**config.mk**
```make
export PLATFORM = sky130hd
export DESIGN_NAME = rsa_avalon_bridge
export DESIGN_NICKNAME = d
export VERILOG_FILES = /design/src/rtl/rsa_bridge_pkg.sv /design/src/rtl/uart_byte_port.sv /design/src/rtl/rsa_avalon_bridge.sv
export SDC_FILE = /design/constraint.sdc
export NUM_CORES = 1
export LEC_CHECK = 0
export BUFFER_PORTS_ARGS = -buffer_cell sky130_fd_sc_hd__buf_2
export CAP_MARGIN = 20
export CORE_AREA = 5 5 421 423
export CTS_CLUSTER_SIZE = 20
export DETAILED_ROUTE_END_ITERATION = 6
export DIE_AREA = 0 0 426 428
export GPL_TIMING_DRIVEN = 0
export SLEW_MARGIN = 15
export SYNTH_ARGS = -nofsm -noshare
export SYNTH_HDL_FRONTEND = slang
export SYNTH_SLANG_ARGS = --single-unit
```
**constraint.sdc**
```tcl
create_clock -name i_clk -period 5.3 [get_ports i_clk]
set_input_delay 1.06 -clock i_clk [delete_from_list [all_inputs] [get_ports i_clk]]
set_output_delay 1.06 -clock i_clk [all_outputs]
set_load 0.005 [all_outputs]
```
**src/rtl/rsa_bridge_pkg.sv**
```systemverilog
// ----------------------------------------------------------------------------
// rsa_bridge_pkg
// Shared types and constants for the UART <-> RSA-256 core Avalon-MM bridge.
//   top_state_e  : field/core sequencing states of rsa_avalon_bridge
//   port_phase_e : phases of one polled UART byte transfer (uart_byte_port)
//   *_DEF        : default register offsets, status bit indices, byte counts
// ----------------------------------------------------------------------------
package rsa_bridge_pkg;

   localparam int unsigned ADDR_W  = 5;
   localparam int unsigned DATA_W  = 32;
   localparam int unsigned FIELD_W = 256;
   localparam int unsigned CNT_W   = 6;

   localparam int unsigned KEY_BYTES_DEF   = 32;
   localparam int unsigned OUT_BYTES_DEF   = 31;
   localparam int unsigned RX_BASE_DEF     = 0;
   localparam int unsigned TX_BASE_DEF     = 4;
   localparam int unsigned STATUS_BASE_DEF = 8;
   localparam int unsigned RRDY_BIT_DEF    = 7;
   localparam int unsigned TRDY_BIT_DEF    = 6;

   typedef enum logic [2:0] {
      S_GET_N,
      S_GET_D,
      S_GET_A,
      S_START,
      S_WAIT,
      S_SEND
   } top_state_e;

   // P_IDLE is the dead cycle between transfers; a poll is launched from it.
   typedef enum logic [1:0] {
      P_IDLE,
      P_POLL,
      P_GAP,
      P_XFER
   } port_phase_e;

endpackage

```
**src/rtl/uart_byte_port.sv**
```systemverilog
// ----------------------------------------------------------------------------
// uart_byte_port
// Moves one byte between the bridge and the UART over Avalon-MM: polls the
// status register until RRDY (receive) or TRDY (transmit) is set, then reads
// the RX register or writes the TX register.
// Ports:
//   i_clk, i_rst_n   clock, asynchronous active-low reset
//   i_req            a byte transfer is wanted (sampled only between transfers)
//   i_dir            0 = receive, 1 = transmit (captured when the poll starts)
//   i_tx_byte        byte to send, sampled when the TX write is launched
//   o_done           high in the cycle the RX read / TX write completes
//   o_rx_byte        received byte, valid together with o_done
//   avm_*            Avalon-MM master signals (all registered)
// ----------------------------------------------------------------------------
module uart_byte_port
   import rsa_bridge_pkg::*;
#(
   parameter int unsigned RX_BASE     = RX_BASE_DEF,
   parameter int unsigned TX_BASE     = TX_BASE_DEF,
   parameter int unsigned STATUS_BASE = STATUS_BASE_DEF,
   parameter int unsigned RRDY_BIT    = RRDY_BIT_DEF,
   parameter int unsigned TRDY_BIT    = TRDY_BIT_DEF
) (
   input  logic              i_clk,
   input  logic              i_rst_n,
   input  logic              i_req,
   input  logic              i_dir,
   input  logic [7:0]        i_tx_byte,
   output logic              o_done,
   output logic [7:0]        o_rx_byte,
   output logic [ADDR_W-1:0] avm_address,
   output logic              avm_read,
   input  logic [DATA_W-1:0] avm_readdata,
   output logic              avm_write,
   output logic [DATA_W-1:0] avm_writedata,
   input  logic              avm_waitrequest
);

   localparam logic [ADDR_W-1:0] ADDR_RX     = ADDR_W'(RX_BASE);
   localparam logic [ADDR_W-1:0] ADDR_TX     = ADDR_W'(TX_BASE);
   localparam logic [ADDR_W-1:0] ADDR_STATUS = ADDR_W'(STATUS_BASE);

   port_phase_e       phase_q;
   logic              dir_q;
   logic              read_q;
   logic              write_q;
   logic [ADDR_W-1:0] addr_q;
   logic [DATA_W-1:0] wdata_q;

   logic ready;
   logic unused_rdata;

   assign ready        = dir_q ? avm_readdata[TRDY_BIT] : avm_readdata[RRDY_BIT];
   assign unused_rdata = ^avm_readdata;

   // Completion and read data are passed through in the completing cycle.
   assign o_done    = (phase_q == P_XFER) && !avm_waitrequest;
   assign o_rx_byte = avm_readdata[7:0];

   assign avm_address   = addr_q;
   assign avm_read      = read_q;
   assign avm_write     = write_q;
   assign avm_writedata = wdata_q;

   always_ff @(posedge i_clk or negedge i_rst_n) begin
      if (!i_rst_n) begin
         phase_q <= P_IDLE;
         dir_q   <= 1'b0;
         read_q  <= 1'b0;
         write_q <= 1'b0;
         addr_q  <= ADDR_STATUS;
         wdata_q <= '0;
      end else begin
         unique case (phase_q)
            P_IDLE: begin
               if (i_req) begin
                  dir_q   <= i_dir;
                  addr_q  <= ADDR_STATUS;
                  read_q  <= 1'b1;
                  phase_q <= P_POLL;
               end
            end
            P_POLL: begin
               if (!avm_waitrequest) begin
                  read_q  <= 1'b0;
                  // Bit clear: drop the request for one cycle and poll again.
                  phase_q <= ready ? P_GAP : P_IDLE;
               end
            end
            P_GAP: begin
               if (dir_q) begin
                  addr_q  <= ADDR_TX;
                  write_q <= 1'b1;
                  wdata_q <= {{(DATA_W-8){1'b0}}, i_tx_byte};
               end else begin
                  addr_q <= ADDR_RX;
                  read_q <= 1'b1;
               end
               phase_q <= P_XFER;
            end
            P_XFER: begin
               if (!avm_waitrequest) begin
                  read_q  <= 1'b0;
                  write_q <= 1'b0;
                  addr_q  <= ADDR_STATUS;
                  phase_q <= P_IDLE;
               end
            end
            default: phase_q <= P_IDLE;
         endcase
      end
   end

endmodule

```
**src/rtl/rsa_avalon_bridge.sv**
```systemverilog
// ----------------------------------------------------------------------------
// rsa_avalon_bridge
// Avalon-MM master linking the RS-232 UART to the RSA-256 decryption core.
// Receives n, d and then a stream of ciphertext blocks MSB-first, starts the
// core on each block and transmits the low OUT_BYTES bytes of each result.
// Ports:
//   i_clk, i_rst_n     clock, asynchronous active-low reset
//   avm_*              Avalon-MM master towards the UART registers
//   o_core_start       one-cycle start pulse to the core
//   o_core_a/d/n       ciphertext, private exponent, modulus
//   i_core_a_pow_d     plaintext result
//   i_core_finished    core done, only looked at while waiting for the core
// ----------------------------------------------------------------------------
module rsa_avalon_bridge
   import rsa_bridge_pkg::*;
#(
   parameter int unsigned KEY_BYTES   = KEY_BYTES_DEF,
   parameter int unsigned OUT_BYTES   = OUT_BYTES_DEF,
   parameter int unsigned RX_BASE     = RX_BASE_DEF,
   parameter int unsigned TX_BASE     = TX_BASE_DEF,
   parameter int unsigned STATUS_BASE = STATUS_BASE_DEF,
   parameter int unsigned RRDY_BIT    = RRDY_BIT_DEF,
   parameter int unsigned TRDY_BIT    = TRDY_BIT_DEF
) (
   input  logic               i_clk,
   input  logic               i_rst_n,
   output logic [ADDR_W-1:0]  avm_address,
   output logic               avm_read,
   input  logic [DATA_W-1:0]  avm_readdata,
   output logic               avm_write,
   output logic [DATA_W-1:0]  avm_writedata,
   input  logic               avm_waitrequest,
   output logic               o_core_start,
   output logic [FIELD_W-1:0] o_core_a,
   output logic [FIELD_W-1:0] o_core_d,
   output logic [FIELD_W-1:0] o_core_n,
   input  logic [FIELD_W-1:0] i_core_a_pow_d,
   input  logic               i_core_finished
);

   localparam logic [CNT_W-1:0] KEY_LAST = CNT_W'(KEY_BYTES - 1);
   localparam logic [CNT_W-1:0] OUT_LAST = CNT_W'(OUT_BYTES - 1);

   top_state_e         state_q;
   logic [CNT_W-1:0]   cnt_q;
   logic [FIELD_W-1:0] n_q;
   logic [FIELD_W-1:0] d_q;
   logic [FIELD_W-1:0] a_q;
   logic [FIELD_W-1:0] send_q;
   logic               start_q;

   logic       port_req;
   logic       port_dir;
   logic       port_done;
   logic [7:0] port_rx;
   logic       key_last;
   logic       out_last;

   assign key_last = (cnt_q == KEY_LAST);
   assign out_last = (cnt_q == OUT_LAST);

   assign o_core_start = start_q;
   assign o_core_a     = a_q;
   assign o_core_d     = d_q;
   assign o_core_n     = n_q;

   // The request is raised already in the cycle the core reports done, so the
   // first transmit poll goes out one cycle after that.
   always_comb begin
      port_req = 1'b0;
      port_dir = 1'b0;
      unique case (state_q)
         S_GET_N, S_GET_D, S_GET_A: port_req = 1'b1;
         S_WAIT: begin
            port_req = i_core_finished;
            port_dir = 1'b1;
         end
         S_SEND: begin
            port_req = 1'b1;
            port_dir = 1'b1;
         end
         default: ;
      endcase
   end

   uart_byte_port #(
      .RX_BASE     (RX_BASE),
      .TX_BASE     (TX_BASE),
      .STATUS_BASE (STATUS_BASE),
      .RRDY_BIT    (RRDY_BIT),
      .TRDY_BIT    (TRDY_BIT)
   ) u_port (
      .i_clk           (i_clk),
      .i_rst_n         (i_rst_n),
      .i_req           (port_req),
      .i_dir           (port_dir),
      .i_tx_byte       (send_q[FIELD_W-9 -: 8]),
      .o_done          (port_done),
      .o_rx_byte       (port_rx),
      .avm_address     (avm_address),
      .avm_read        (avm_read),
      .avm_readdata    (avm_readdata),
      .avm_write       (avm_write),
      .avm_writedata   (avm_writedata),
      .avm_waitrequest (avm_waitrequest)
   );

   always_ff @(posedge i_clk or negedge i_rst_n) begin
      if (!i_rst_n) begin
         state_q <= S_GET_N;
         cnt_q   <= '0;
         n_q     <= '0;
         d_q     <= '0;
         a_q     <= '0;
         send_q  <= '0;
         start_q <= 1'b0;
      end else begin
         start_q <= 1'b0;
         unique case (state_q)
            S_GET_N: begin
               if (port_done) begin
                  n_q <= {n_q[FIELD_W-9:0], port_rx};
                  if (key_last) begin
                     cnt_q   <= '0;
                     state_q <= S_GET_D;
                  end else begin
                     cnt_q <= cnt_q + 1'b1;
                  end
               end
            end
            S_GET_D: begin
               if (port_done) begin
                  d_q <= {d_q[FIELD_W-9:0], port_rx};
                  if (key_last) begin
                     cnt_q   <= '0;
                     state_q <= S_GET_A;
                  end else begin
                     cnt_q <= cnt_q + 1'b1;
                  end
               end
            end
            S_GET_A: begin
               if (port_done) begin
                  a_q <= {a_q[FIELD_W-9:0], port_rx};
                  if (key_last) begin
                     cnt_q   <= '0;
                     start_q <= 1'b1;
                     state_q <= S_START;
                  end else begin
                     cnt_q <= cnt_q + 1'b1;
                  end
               end
            end
            S_START: state_q <= S_WAIT;
            S_WAIT: begin
               if (i_core_finished) begin
                  send_q  <= i_core_a_pow_d;
                  state_q <= S_SEND;
               end
            end
            S_SEND: begin
               if (port_done) begin
                  send_q <= {send_q[FIELD_W-9:0], 8'h00};
                  if (out_last) begin
                     cnt_q   <= '0;
                     state_q <= S_GET_A;
                  end else begin
                     cnt_q <= cnt_q + 1'b1;
                  end
               end
            end
            default: state_q <= S_GET_N;
         endcase
      end
   end

endmodule

```
# Yosys cells after proc, flatten, opt, wreduce, memory -nomap -nowiden
# Cells that the tools add are included.
dict set report totals {
  reg_bits 1044
  latchBits 0
  mem_bits_rw 0
  rom_bits 0
  input_bits 292
  output_inout_bits 808
  wordCells 103
  n_memories 0
}
dict set report classes {
  add_sub_neg 1
  multipliers 0
  n_div 0
  magnitude_cmp 0
  n_eq_ne 26
  n_shift 0
  n_mux 39
  bitwise_logic 0
  n_reduce_logical 24
}
# op n
set op_table {}
lappend op_table {{2-to-1 mux 248 bit} 2}
lappend op_table {{one-hot mux 248 bit (2 select lines)} 1}
lappend op_table {{2-to-1 mux 3 bit} 10}
lappend op_table {{!= test 2 bit, second input constant} 14}
lappend op_table {{2-to-1 mux 6 bit} 4}
lappend op_table {{one-hot mux 3 bit (6 select lines)} 1}
lappend op_table {{AND reduction 3 bit} 6}
lappend op_table {{one-hot mux 5 bit (3 select lines)} 1}
lappend op_table {{== test 6 x 5 -> 1 bit, second input constant} 2}
lappend op_table {{one-hot mux 6 bit (2 select lines)} 1}
lappend op_table {{2-to-1 mux 5 bit} 2}
lappend op_table {{AND reduction 2 bit} 5}
lappend op_table {{2-to-1 mux 1 bit} 9}
lappend op_table {{AND reduction 9 bit} 1}
lappend op_table {{2-to-1 mux 2 bit} 4}
lappend op_table {{one-hot mux 2 bit (4 select lines)} 1}
lappend op_table {{adder 6 x 1 -> 6 bit, second input constant} 1}
lappend op_table {{== test 3 x 2 -> 1 bit, second input constant} 2}
lappend op_table {{== test 3 bit, second input constant} 2}
lappend op_table {{nonzero test 2 bit} 3}
lappend op_table {{== test 2 bit, second input constant} 2}
lappend op_table {{!= test 2 x 1 -> 1 bit, second input constant} 2}
lappend op_table {{one-hot mux 1 bit (2 select lines)} 2}
lappend op_table {{OR reduction 2 bit} 2}
lappend op_table {{other kinds (10)} 10}

# Logic depth before layout (Yosys ltp)
dict set report depth {
  ltp_word 5
  mapped_depth 9
  depth_no_buf 6
}

# Cells and area by module
# From an unflattened synthesis, not the netlist that was laid out.
dict set report unflattened {
  cells_unflattened 2851
  area_unflattened_um2 41350.9
}
# module instances cells_each area_each_um2 seq_area_each_um2
set by_module_without_submodules {}
lappend by_module_without_submodules {rsa_avalon_bridge 1 2767 40456.3 25674.6}
lappend by_module_without_submodules {uart_byte_port 1 84 894.6 376.6}

# Worst setup path after synthesis
# Ideal clock, no wire load.
dict set report synth_timing {
  kind {input to register}
  from {input port avm_waitrequest}
  to {register d_q[100], in the netlist o_core_d[100]}
  setup_ns 0.125
  arrival_time_ns 2.357
  t_required_ns 5.175
  setup_slack_ns 2.818
  path_stages 6
  n_path_buf 3
  path_cell_list {nand3b_4 -> or4_1 -> buf_4 -> buf_12 -> buf_12 -> mux2_4}
}
dict set report synth_via {
  elab_chain_len 3
}
# item line_no
set synth_lines {}
lappend synth_lines {{start: declaration} rsa_avalon_bridge.sv:32} ;# input logic avm_waitrequest,
lappend synth_lines {{logical NOT 1 bit} uart_byte_port.sv:57} ;# assign o_done = (phase_q == P_XFER) && !avm_waitrequest;
lappend synth_lines {{logical AND 1 bit} uart_byte_port.sv:57}
lappend synth_lines {{AND reduction 2 bit (no line)} --}
lappend synth_lines {{end signal: assignment} rsa_avalon_bridge.sv:133} ;# d_q <= {d_q[FIELD_W-9:0], port_rx};
lappend synth_lines {{end: declaration} rsa_avalon_bridge.sv:47} ;# logic [FIELD_W-1:0] d_q;
# Every way passes these cells.
# A chain may end at the register's enable or synchronous reset.

==> run summary <==
CP Cell Sequence = buf_12, buf_16, buf_16, buf_16, buf_16
Max Buffers Root-to-Sink = 3
Grt ovf = 0
Hold Violations, Final = 0
Slowest cell delay on critical path = 590 ps
Clock slew at reported path FFs = 60 ps
Vias = 27829
CTS tree = yes
Clk_lat worst skew = 770 ps
Post-CTS Hold Fix Bufs = 0
RSZ-0062 raised after global routing = no
Reg2Reg Launch Point = state_q[2]
VDD IR max = 0.000266 V
# H-tree levels = 3
Vias/cell = 4.30
CTS root buf = clkbuf_16
Hold crit path type = in -> async
Critical Path AT = 3920 ps
Layout cells sized above 1 = 53.1%
Post-synthesis instance area = 43500 µm²
Die area = 182000 µm²
Total GRT Usage = 15.7%
Row count = 153
DP Area = 51900 µm²
Antenna violations before repair = 60
Initial Utilization = 25.1%
Die X = 426 µm
Initial drt markers = 1417
Final Max Tran Viols = 0
Multi-input logic area = 15700 µm²
Routed wire per std cell = 22.8 µm
Crit Path Max Fanout = 145
Worst setup path endpoint = send_q[130]
Status = finished clean
Sequential fraction of the synthesis area = 59.9%
First-pass GRT wire length = 211000 µm
Ys flop type = dfrtp_1
Largest net degree at the start of global routing = 146
Commonest non-fill, non-tap cell in the layout = buf_2
Critical Path Sink Type = asynchronous set/reset pin
Filler Cells Inserted = 17406
Layout Cells excl Fill = 6479
Least-Margin Pin Slew = 771 ps
Register Area = 26100 µm²
Gate Count Post-Synth = 2835
Synth Area per Inst = 15.3 µm²
WS Path Type = in -> async
Resize count post-CTS = 0
Distinct cells, synth = 49
Placed insts = 6234
CP required = 6100 ps
Relative slew slack = 48.2%
CTS sink cnt = 1041
Worst setup path start = i_rst_n
Port Buffers = 1040
Pre-CTS WS = 1360 ps
Detailed Route WL = 148000 µm
Commonest non-fill, non-tap cells in the layout = 1117 x buf_2, 1040 x dfrtp_1, 470 x mux2_4, 307 x mux2_2, 255 x nand2_1
Power Density = 318 nW/µm²
DRC = 0
Final instance area = 55900 µm²
Slowest CP cell = buf_16
Path depth of the worst reg2reg path = 9
Max cap viols = 0
Core area = 173000 µm²
Crit path launch type = input port
Vias in the first global route = 28915
Power, Total = 0.0177 W
Worst reg2reg endpoint = send_q[241]
Post-CTS setup buffers = 0
Setup TNS = 0 ps
Final worst setup slack = 2180 ps
Post-route clock period utilization = 59.0%
FF-to-FF setup slack = 2790 ps
Final setup fails = 0
CTS Buf Count = 114
Ports = 1100
GP Congestion = 0.880
Final #Nets = 4319
FMAX = 0.320 GHz
DRT antenna net count = 0
Post-DP HPWL = 116000 µm
Die outline height = 428 µm
EDFF count, synth = 0
Initial DRT Pass Iterations = 5
YS warnings = 0
Ys async rst share = 100%
Min cycle time layout = 3120 ps
Top cell by count, worst path = buf_16
Leakage = 29.4 nW
Clk_skew = 31.6 ps
Yosys reg bits = 1041
Synthesis-to-layout area growth = 28.5%
-- cells in the mapped netlist, drive strengths merged (2+ instances only) --
cell type / n / area (µm²)
dfrtp: 1040 / 26000
mux2: 777 / 10500
nand2: 255 / 957
o21ai: 252 / 1260
mux2i: 242 / 2420
buf: 163 / 1640
clkbuf: 36 / 144
a22o: 8 / 70.1
nor2: 7 / 26.3
a21oi: 5 / 25.0
inv: 5 / 18.8
nand2b: 4 / 25.0
nand3: 4 / 20.0
and3b: 2 / 17.5
ha: 2 / 25.0
nor2b: 2 / 12.5
nor4: 2 / 27.5
o31ai: 2 / 15.0
or2: 2 / 12.5
or3: 2 / 12.5
or4: 2 / 18.8
-- state kept, by name (all words and copies together) (netlist names), named ones only --
name                  count
u_port.avm_write          1
u_port.dir_q              1
send_q                  248
cnt_q                     6
u_port.avm_address        2
u_port.avm_writedata      8
u_port.phase_q            1
state_q                   3
o_core_d                256
o_core_n                256
o_core_a                256
u_port.avm_read           1
o_core_start              1
-- critical path, delay by kind of cell --
kind | cells | cell delay [ps]
buffers and inverters | 5 | 2340
-- metrics by stage --
stage	utilization, %	hold WS [ps]
5_1_grt	32.3	166
2_1_floorplan	-	446
3_3_place_gp	29.9	460
4_1_cts	32.2	115
3_5_place_dp	30.0	467
6_report	32.3	196
-- layout make-up --
cell class,count,area share (%)
multi-input combinational,1616,28.1
tap,2325,5.21
sequential,1041,46.6
clock buffer,160,5.88
inverter,5,0.0336
antenna,41,0.184
clock inverter,44,0.999
buffer,199,3.20
timing repair buffer,1048,9.73
-- logic make-up after synthesis --
kind of cell / after synthesis / synth area share [%]
AOI/OAI and AO/OA: 277 / 3.34
and+or+nand+nor: 291 / 2.79
buffers and inverters: 204 / 4.15
DFF: 1041 / 59.9
other: 1 / 0.00862
muxes: 1019 / 29.7
adders and majority gates: 2 / 0.0575
-- power breakdown --
part | total, W | switching (W) | internal (W)
Sequential | 0.00848 | 0.000289 | 0.00819
Clock | 0.00816 | 0.00343 | 0.00472
Combinational | 0.00111 | 0.000601 | 0.000510
-- how the worst min path moves through the flow --
stage | slack, ps | to | cells past startpoint
2_1_floorplan | 450 | send_q[240] | 2
3_3_place_gp | 460 | send_q[244] | 2
3_5_place_dp | 470 | u_port.avm_write | 2
4_1_cts | 110 | o_core_d[219] | 1
5_1_grt | 170 | o_core_d[215] | 1
6_report | 200 | o_core_d[219] | 1
-- metal layers --
layer  share of wire (%)  up-vias  track usage (%)  routed length [µm]
met3                 6.5      255             4.15                9550
met1                  38    14293             17.5               55500
met5                0.12        -                0                 178
li1                    -    12400                -                   -
met4                 4.0       30             6.69                5960
met2                  52      851             28.0               76500
(Power assumes the default switching activity.)
